<file path="config.mk">
export PLATFORM = sky130hd
export DESIGN_NAME = serial_frame_receiver
export DESIGN_NICKNAME = d
export VERILOG_FILES = /design/src/rtl/serial_pkg.sv /design/src/rtl/serial_bit_timer.sv /design/src/rtl/serial_frame_receiver.sv
export SDC_FILE = /design/constraint.sdc
export NUM_CORES = 1
export LEC_CHECK = 0
export BUFFER_PORTS_ARGS = -buffer_cell sky130_fd_sc_hd__buf_2
export CAP_MARGIN = 10
export CORE_UTILIZATION = 59
export DETAILED_ROUTE_END_ITERATION = 10
export PLACE_DENSITY = 0.79
export SYNTH_ARGS = -nofsm -noshare
export SYNTH_HDL_FRONTEND = slang
export SYNTH_SLANG_ARGS = --single-unit
</file>
<file path="constraint.sdc">
create_clock -name clk -period 2.4 [get_ports clk]
set_input_delay 0.12 -clock clk [delete_from_list [all_inputs] [get_ports clk]]
set_output_delay 0.12 -clock clk [all_outputs]
set_load 0.01 [all_outputs]
</file>
<file path="src/rtl/serial_pkg.sv">
// -----------------------------------------------------------------------------
// serial_pkg
//   Shared definitions for the serial receive path (and the future transmitter):
//   parity mode codes, the receiver FSM state encoding, the default baud
//   divisor, and the 3-sample majority helper.
//   No ports (package).
// -----------------------------------------------------------------------------
package serial_pkg;

    // Parity mode codes used for the PARITY parameter.
    localparam int PAR_NONE = 0;
    localparam int PAR_ODD  = 1;
    localparam int PAR_EVEN = 2;

    // 5 MHz / 9600 baud, rounded to the nearest integer divisor.
    localparam int BAUD_9600_AT_5MHZ = 521;

    // Receiver FSM states. ST_ prefix keeps the names clear of the PARITY parameter.
    typedef enum logic [2:0] {
        ST_IDLE   = 3'd0,
        ST_START  = 3'd1,
        ST_DATA   = 3'd2,
        ST_PARITY = 3'd3,
        ST_STOP   = 3'd4
    } rx_state_t;

    // Majority of three samples: 1 when at least two samples are 1.
    function automatic logic majority3(input logic a, input logic b, input logic c);
        return (a & b) | (a & c) | (b & c);
    endfunction

endpackage

</file>
<file path="src/rtl/serial_bit_timer.sv">
// -----------------------------------------------------------------------------
// serial_bit_timer
//   Bit-period counter: counts 0..CLKS_PER_BIT-1 and wraps, restarting at 0 on
//   i_restart. Emits one-cycle strobes while the count equals MID-1, MID, MID+1
//   and CLKS_PER_BIT-1 (MID = CLKS_PER_BIT/2). The strobes are registered from
//   the next-count value, so each strobe is aligned with its count value.
// Ports
//   clk        in  rising-edge clock
//   rst        in  synchronous active-high reset (count 0, strobes low)
//   i_restart  in  force count to 0 on the next edge
//   o_mid_m1   out count == MID-1
//   o_mid      out count == MID
//   o_mid_p1   out count == MID+1
//   o_bit_end  out count == CLKS_PER_BIT-1
// -----------------------------------------------------------------------------
module serial_bit_timer #(
    parameter int CLKS_PER_BIT = 521
) (
    input  logic clk,
    input  logic rst,
    input  logic i_restart,
    output logic o_mid_m1,
    output logic o_mid,
    output logic o_mid_p1,
    output logic o_bit_end
);

    localparam int CNT_W = $clog2(CLKS_PER_BIT);
    localparam int MID   = CLKS_PER_BIT / 2;

    localparam logic [CNT_W-1:0] C_ZERO   = CNT_W'(0);
    localparam logic [CNT_W-1:0] C_ONE    = CNT_W'(1);
    localparam logic [CNT_W-1:0] C_MID_M1 = CNT_W'(MID - 1);
    localparam logic [CNT_W-1:0] C_MID    = CNT_W'(MID);
    localparam logic [CNT_W-1:0] C_MID_P1 = CNT_W'(MID + 1);
    localparam logic [CNT_W-1:0] C_LAST   = CNT_W'(CLKS_PER_BIT - 1);

    logic [CNT_W-1:0] r_cnt;
    logic [CNT_W-1:0] w_cnt_next;
    logic             r_mid_m1;
    logic             r_mid;
    logic             r_mid_p1;
    logic             r_bit_end;

    // Next count: restart wins, otherwise increment and wrap at the bit end.
    always_comb begin
        w_cnt_next = C_ZERO;
        if (i_restart) begin
            w_cnt_next = C_ZERO;
        end else if (r_cnt == C_LAST) begin
            w_cnt_next = C_ZERO;
        end else begin
            w_cnt_next = r_cnt + C_ONE;
        end
    end

    // Counter and strobes decoded from the value the counter is about to take.
    always_ff @(posedge clk) begin
        if (rst) begin
            r_cnt     <= C_ZERO;
            r_mid_m1  <= 1'b0;
            r_mid     <= 1'b0;
            r_mid_p1  <= 1'b0;
            r_bit_end <= 1'b0;
        end else begin
            r_cnt     <= w_cnt_next;
            r_mid_m1  <= (w_cnt_next == C_MID_M1);
            r_mid     <= (w_cnt_next == C_MID);
            r_mid_p1  <= (w_cnt_next == C_MID_P1);
            r_bit_end <= (w_cnt_next == C_LAST);
        end
    end

    assign o_mid_m1  = r_mid_m1;
    assign o_mid     = r_mid;
    assign o_mid_p1  = r_mid_p1;
    assign o_bit_end = r_bit_end;

endmodule

</file>
<file path="src/rtl/serial_frame_receiver.sv">
// -----------------------------------------------------------------------------
// serial_frame_receiver
//   UART-style receiver: synchronises rxd, validates the start bit, majority-
//   votes three mid-bit samples per bit, checks optional parity and 1/2 stop
//   bits, and presents each word plus error flags through a single-entry
//   valid/ready holding buffer.
// Ports
//   clk         in   rising-edge clock
//   rst         in   synchronous active-high reset
//   rxd         in   asynchronous serial line, idle high
//   rx_data     out  received word (valid while rx_valid)
//   rx_valid    out  word present in holding buffer
//   rx_ready    in   consumer accepts when rx_valid && rx_ready
//   frame_err   out  a stop bit was sampled 0 (qualified by rx_valid)
//   parity_err  out  parity mismatch (qualified by rx_valid)
//   overrun     out  1-cycle pulse: frame completed with buffer full, word dropped
//   busy        out  receiver FSM not idle
// -----------------------------------------------------------------------------
module serial_frame_receiver
    import serial_pkg::*;
#(
    parameter int CLKS_PER_BIT = BAUD_9600_AT_5MHZ,
    parameter int DATA_BITS    = 8,
    parameter int PARITY       = PAR_NONE,
    parameter int STOP_BITS    = 1
) (
    input  logic                 clk,
    input  logic                 rst,
    input  logic                 rxd,
    output logic [DATA_BITS-1:0] rx_data,
    output logic                 rx_valid,
    input  logic                 rx_ready,
    output logic                 frame_err,
    output logic                 parity_err,
    output logic                 overrun,
    output logic                 busy
);

    localparam int BC_W = $clog2(DATA_BITS + 1);
    localparam logic [BC_W-1:0] C_BC_ZERO = BC_W'(0);
    localparam logic [BC_W-1:0] C_BC_ONE  = BC_W'(1);
    localparam logic [BC_W-1:0] C_BC_LAST = BC_W'(DATA_BITS);
    localparam logic            C_STOP_LAST = 1'(STOP_BITS - 1);

    // Synchroniser and edge-detect flops
    logic r_sync1;
    logic r_rxd_s;
    logic r_rxd_d;

    // FSM state and frame assembly
    rx_state_t            r_state;
    logic                 r_samp_a;
    logic                 r_samp_b;
    logic [DATA_BITS-1:0] r_shift;
    logic [BC_W-1:0]      r_bitcnt;
    logic                 r_stopcnt;
    logic                 r_fe_acc;
    logic                 r_pe_acc;
    logic                 r_busy;

    // Holding buffer
    logic [DATA_BITS-1:0] r_rx_data;
    logic                 r_rx_valid;
    logic                 r_frame_err;
    logic                 r_parity_err;
    logic                 r_overrun;

    // Timer strobes and decoded conditions
    logic w_mid_m1;
    logic w_mid;
    logic w_mid_p1;
    logic w_bit_end;
    logic w_maj;
    logic w_start_edge;
    logic w_complete;
    logic w_par_xor;
    logic w_par_bad;

    serial_bit_timer #(
        .CLKS_PER_BIT (CLKS_PER_BIT)
    ) u_timer (
        .clk       (clk),
        .rst       (rst),
        .i_restart (w_start_edge),
        .o_mid_m1  (w_mid_m1),
        .o_mid     (w_mid),
        .o_mid_p1  (w_mid_p1),
        .o_bit_end (w_bit_end)
    );

    // Two-flop synchroniser plus a delayed copy for falling-edge detection.
    always_ff @(posedge clk) begin
        if (rst) begin
            r_sync1 <= 1'b1;
            r_rxd_s <= 1'b1;
            r_rxd_d <= 1'b1;
        end else begin
            r_sync1 <= rxd;
            r_rxd_s <= r_sync1;
            r_rxd_d <= r_rxd_s;
        end
    end

    // The third sample is the live synchronised line at MID+1, so the vote is
    // valid exactly when w_mid_p1 is high.
    assign w_maj        = majority3(r_samp_a, r_samp_b, r_rxd_s);
    assign w_start_edge = (r_state == ST_IDLE) && r_rxd_d && !r_rxd_s;
    assign w_complete   = (r_state == ST_STOP) && w_mid_p1 && (r_stopcnt == C_STOP_LAST);

    // Parity check of the assembled data plus the voted parity bit.
    always_comb begin
        w_par_xor = (^r_shift) ^ w_maj;
        if (PARITY == PAR_ODD) begin
            w_par_bad = ~w_par_xor;
        end else if (PARITY == PAR_EVEN) begin
            w_par_bad = w_par_xor;
        end else begin
            w_par_bad = 1'b0;
        end
    end

    // Receiver FSM: sampling, start validation, data shift, parity and stop checks.
    always_ff @(posedge clk) begin
        if (rst) begin
            r_state   <= ST_IDLE;
            r_busy    <= 1'b0;
            r_samp_a  <= 1'b1;
            r_samp_b  <= 1'b1;
            r_shift   <= '0;
            r_bitcnt  <= C_BC_ZERO;
            r_stopcnt <= 1'b0;
            r_fe_acc  <= 1'b0;
            r_pe_acc  <= 1'b0;
        end else begin
            if (w_mid_m1) begin
                r_samp_a <= r_rxd_s;
            end
            if (w_mid) begin
                r_samp_b <= r_rxd_s;
            end
            case (r_state)
                ST_IDLE: begin
                    if (w_start_edge) begin
                        r_state   <= ST_START;
                        r_busy    <= 1'b1;
                        r_bitcnt  <= C_BC_ZERO;
                        r_stopcnt <= 1'b0;
                        r_fe_acc  <= 1'b0;
                        r_pe_acc  <= 1'b0;
                    end
                end
                ST_START: begin
                    // A start bit that votes high was a glitch: drop silently.
                    if (w_mid_p1 && w_maj) begin
                        r_state <= ST_IDLE;
                        r_busy  <= 1'b0;
                    end else if (w_bit_end) begin
                        r_state <= ST_DATA;
                    end
                end
                ST_DATA: begin
                    if (w_mid_p1) begin
                        r_shift  <= {w_maj, r_shift[DATA_BITS-1:1]};
                        r_bitcnt <= r_bitcnt + C_BC_ONE;
                    end
                    if (w_bit_end && (r_bitcnt == C_BC_LAST)) begin
                        r_bitcnt <= C_BC_ZERO;
                        if (PARITY != PAR_NONE) begin
                            r_state <= ST_PARITY;
                        end else begin
                            r_state <= ST_STOP;
                        end
                    end
                end
                ST_PARITY: begin
                    if (w_mid_p1) begin
                        r_pe_acc <= w_par_bad;
                    end
                    if (w_bit_end) begin
                        r_state <= ST_STOP;
                    end
                end
                ST_STOP: begin
                    // Last stop bit finishes at its vote, half a bit early, so a
                    // back-to-back start edge is seen from IDLE.
                    if (w_mid_p1) begin
                        if (!w_maj) begin
                            r_fe_acc <= 1'b1;
                        end
                        if (r_stopcnt == C_STOP_LAST) begin
                            r_state <= ST_IDLE;
                            r_busy  <= 1'b0;
                        end else begin
                            r_stopcnt <= 1'b1;
                        end
                    end
                end
                default: begin
                    r_state <= ST_IDLE;
                    r_busy  <= 1'b0;
                end
            endcase
        end
    end

    // Single-entry holding buffer with overrun detection.
    always_ff @(posedge clk) begin
        if (rst) begin
            r_rx_data    <= '0;
            r_rx_valid   <= 1'b0;
            r_frame_err  <= 1'b0;
            r_parity_err <= 1'b0;
            r_overrun    <= 1'b0;
        end else begin
            r_overrun <= 1'b0;
            if (w_complete) begin
                if (!r_rx_valid || rx_ready) begin
                    r_rx_data    <= r_shift;
                    r_rx_valid   <= 1'b1;
                    r_frame_err  <= r_fe_acc | ~w_maj;
                    r_parity_err <= r_pe_acc;
                end else begin
                    r_overrun <= 1'b1;
                end
            end else if (r_rx_valid && rx_ready) begin
                r_rx_valid <= 1'b0;
            end
        end
    end

    assign rx_data    = r_rx_data;
    assign rx_valid   = r_rx_valid;
    assign frame_err  = r_frame_err;
    assign parity_err = r_parity_err;
    assign overrun    = r_overrun;
    assign busy       = r_busy;

endmodule

</file>
==> out/qor.yml <==
final_layout:
  fillCellCount: 280
  syn_to_final_growth_pct: 8.21
  final_nets: 266
  drive_gt1_frac: 0.154
  design_area_mm2: 0.00238
  final_util: 0.690
  antenna_cells: 0
setup_path:
  critPathKind: "flip-flop to flip-flop"
  worstPathArrival_ns: 2.31
  crit_fanout: 11
  cp_data_required_time_ns: 2.61
  critPathLaunchType: "flip-flop"
  end_kind: "flip-flop"
logic_synthesis:
  yosysWarningCount: 0
  netlist.area_leader.share: 0.428
  ys_seq_area_frac: 0.428
  synthesis.area_mm2: 0.00220
  syn-num-nets: 258
  synth_cells: 250
  synth.largest_area_cell: "dfxtp_1"
  synth.area.top_cells: "dfxtp_1, mux2i_1, nand2_1"
  avgSynthCellArea_um2: 8.78
  async_flop_share: 0
  ys.flop_type: "dfxtp_1"
  yosysUniqueCellTypes: 50
  synth-edff-count: 0
  synth_seq_cells: 47
placed_design:
  dp_slack_ns: 0.325
  gp_congestion: 0.869
  port-buffer-count: 15
  place_area_mm2: 0.00225
  hpwlAfterDp_um: 2840
drt:
  drt-total-wl_um: 4170
  drc: 0
  wl_per_cell_um: 13.7
  dr.pass1.iters: 4
  viasPerCell: 5.65
  ant_nets: 0
  drt_iter0_drc: 128
  num_vias: 1723
timing:
  setup_viol_count_final: 0
  slew_viol_final: 0
  fin_crit_ns: 2.11
  fmax_ghz: 0.475
  finClkSkew_ns: 0.0102
  tightest_slew_ns: 0.639
  whs_ns: 0.100
  slew_headroom: 0.571
  hold_violations: 0
  rsz0062_at_grt: "false"
  setup_slack_ns: 0.294
  fin_tns_setup_ns: 0
  finalCritPeriodShare: 0.878
flow_run:
  maxCapViolations: 0
clock_tree:
  clockBufferDepth: 2
  clkSinkCount: 47
  clk_pin_slew_worst_paths_ns: 0.09
  htree_levels: 2
  cts_root_buffer: "clkbuf_8"
  postCtsHoldBufs: 1
  cts_setup_buffers: 0
  insertion_delay_ns: 0.31
  ctsResizeCount: 0
  cts_tree: "done"
  numCtsBuffers: 5
status:
  status: "finished clean"
grt:
  grt_pass1_vias: 1628
  top_usage_layer: "met2"
  grt_pass1_wl_um: 7480
  use_met3: 0.0693
  grt.met1_usage: 0.310
  track_usage: 0.240
  antenna_found_initial: 0
  grt_max_degree: 34
  overflow: 0
  grtUsageMet2: 0.380
floorplan:
  core_mm2: 0.00344
  dieArea_mm2: 0.00397
  ios: 17
  die_y_um: 63.0
  start_util: 0.638
  die_x_um: 63.0
  rows: 21
power_and_ir_drop:
  power.leakage_nw: 0.912
  p_per_area_mw_per_mm2: 614
  max-vdd-ir-drop_v: 0.000431
hold_path:
  hp-class: "input pin to flip-flop"
==> layer usage <==
layer,vias to the layer above,wire length (um)
met5,-,0
met4,0,57
met3,6,202
met2,42,1860
met1,790,2050
li1,885,-
==> stage by stage <==
stage / cells / power [mW]
floorplan: 250 / 0.874
global placement: 296 / 0.885
detailed placement: 296 / 0.887
CTS: 305 / 1.48
global route: 305 / 1.51
finish: 305 / 1.46
==> kinds of logic (layout without fill, tap and decap cells) <==
| group | after synthesis | after routing | share of synthesized area |
|---|---|---|---|
| DFF | 47 | 47 | 0.428 |
| muxes | 11 | 11 | 0.0507 |
| buffers and inverters | 29 | 38 | 0.0615 |
| and+or+nand+nor | 110 | 110 | 0.266 |
| xor gates and xnor gates | 9 | 9 | 0.0359 |
| other | 1 | 1 | 0.00171 |
| AOI/OAI and AO/OA | 38 | 38 | 0.128 |
| adders and majority gates | 5 | 5 | 0.0274 |
==> sequential cells by signal, indices dropped and copies added (netlist names) <==
signal             count
r_samp_b               1
r_bitcnt               4
u_timer.o_mid          1
rx_valid               1
r_sync1                1
rx_data                8
busy                   1
r_shift                8
r_rxd_d                1
r_rxd_s                1
u_timer.o_bit_end      1
r_state                3
r_samp_a               1
u_timer.o_mid_m1       1
overrun                1
frame_err              1
r_fe_acc               1
u_timer.r_cnt         10
u_timer.o_mid_p1       1
==> worst max-delay path, cell delays in order, from the launching register on <==
cell       delay [ns]
dfxtp_1          0.38
ha_1             0.35
or3_1            0.39
a2111oi_4        0.41
o2111ai_1        0.24
a2111oi_4        0.25
==> cells in the final DEF (no fill, tap or decap), types with 7 or more instances in the layout <==
| cell type | count |
|---|---|
| nand3_1 | 9 |
| o21ai_0 | 7 |
| nand2_1 | 26 |
| dfxtp_1 | 47 |
| mux2i_1 | 10 |
| nor2_1 | 21 |
| inv_1 | 13 |
| buf_2 | 15 |
| a21oi_1 | 15 |
| nor3_1 | 13 |
==> path summary, 6_finish.rpt <==
check | from | to | slack (ns) | cells after the start
worst max register to register | u_timer.r_cnt[0] | u_timer.o_bit_end | 0.29 | 5
worst min-delay path | rx_ready | overrun | 0.10 | 3
worst max-delay path | u_timer.r_cnt[0] | u_timer.o_bit_end | 0.29 | 5
worst min register to register | r_sync1 | r_rxd_s | 0.42 | 1
==> synth_stat cells, types with 2 or more instances <==
cell	count
xnor2_1	4
nand3b_1	3
nand4_1	3
nand2_1	26
nor3b_1	2
xor2_1	5
buf_4	3
o21ai_0	7
and4_1	2
nor2b_1	2
o211ai_1	3
mux2i_1	10
inv_1	13
a2111oi_4	2
a21oi_1	15
dfxtp_1	47
a31oi_1	2
nor4_1	5
buf_6	2
or3b_2	3
nand3_1	9
or2_2	4
nand2b_1	2
ha_1	4
clkbuf_1	11
or3_1	4
nor2_1	21
nor3_1	13
and2_1	2
==> where the power goes <==
part | switching [mW] | internal [mW] | total, mW
Combinational | 0.0451 | 0.0254 | 0.0705
Sequential | 0.0129 | 0.787 | 0.800
Clock | 0.274 | 0.315 | 0.589
==> cell type report <==
class	instances	area, um2	area share
inverter	13	48.8	0.0205
clock buffer	5	68.8	0.0290
timing repair buffer	17	92.6	0.0390
clock inverter	3	47.5	0.0200
tap	46	57.6	0.0242
sequential	47	941	0.396
multi-input combinational	174	1120	0.471
Power figures use the tool's default switching activity.
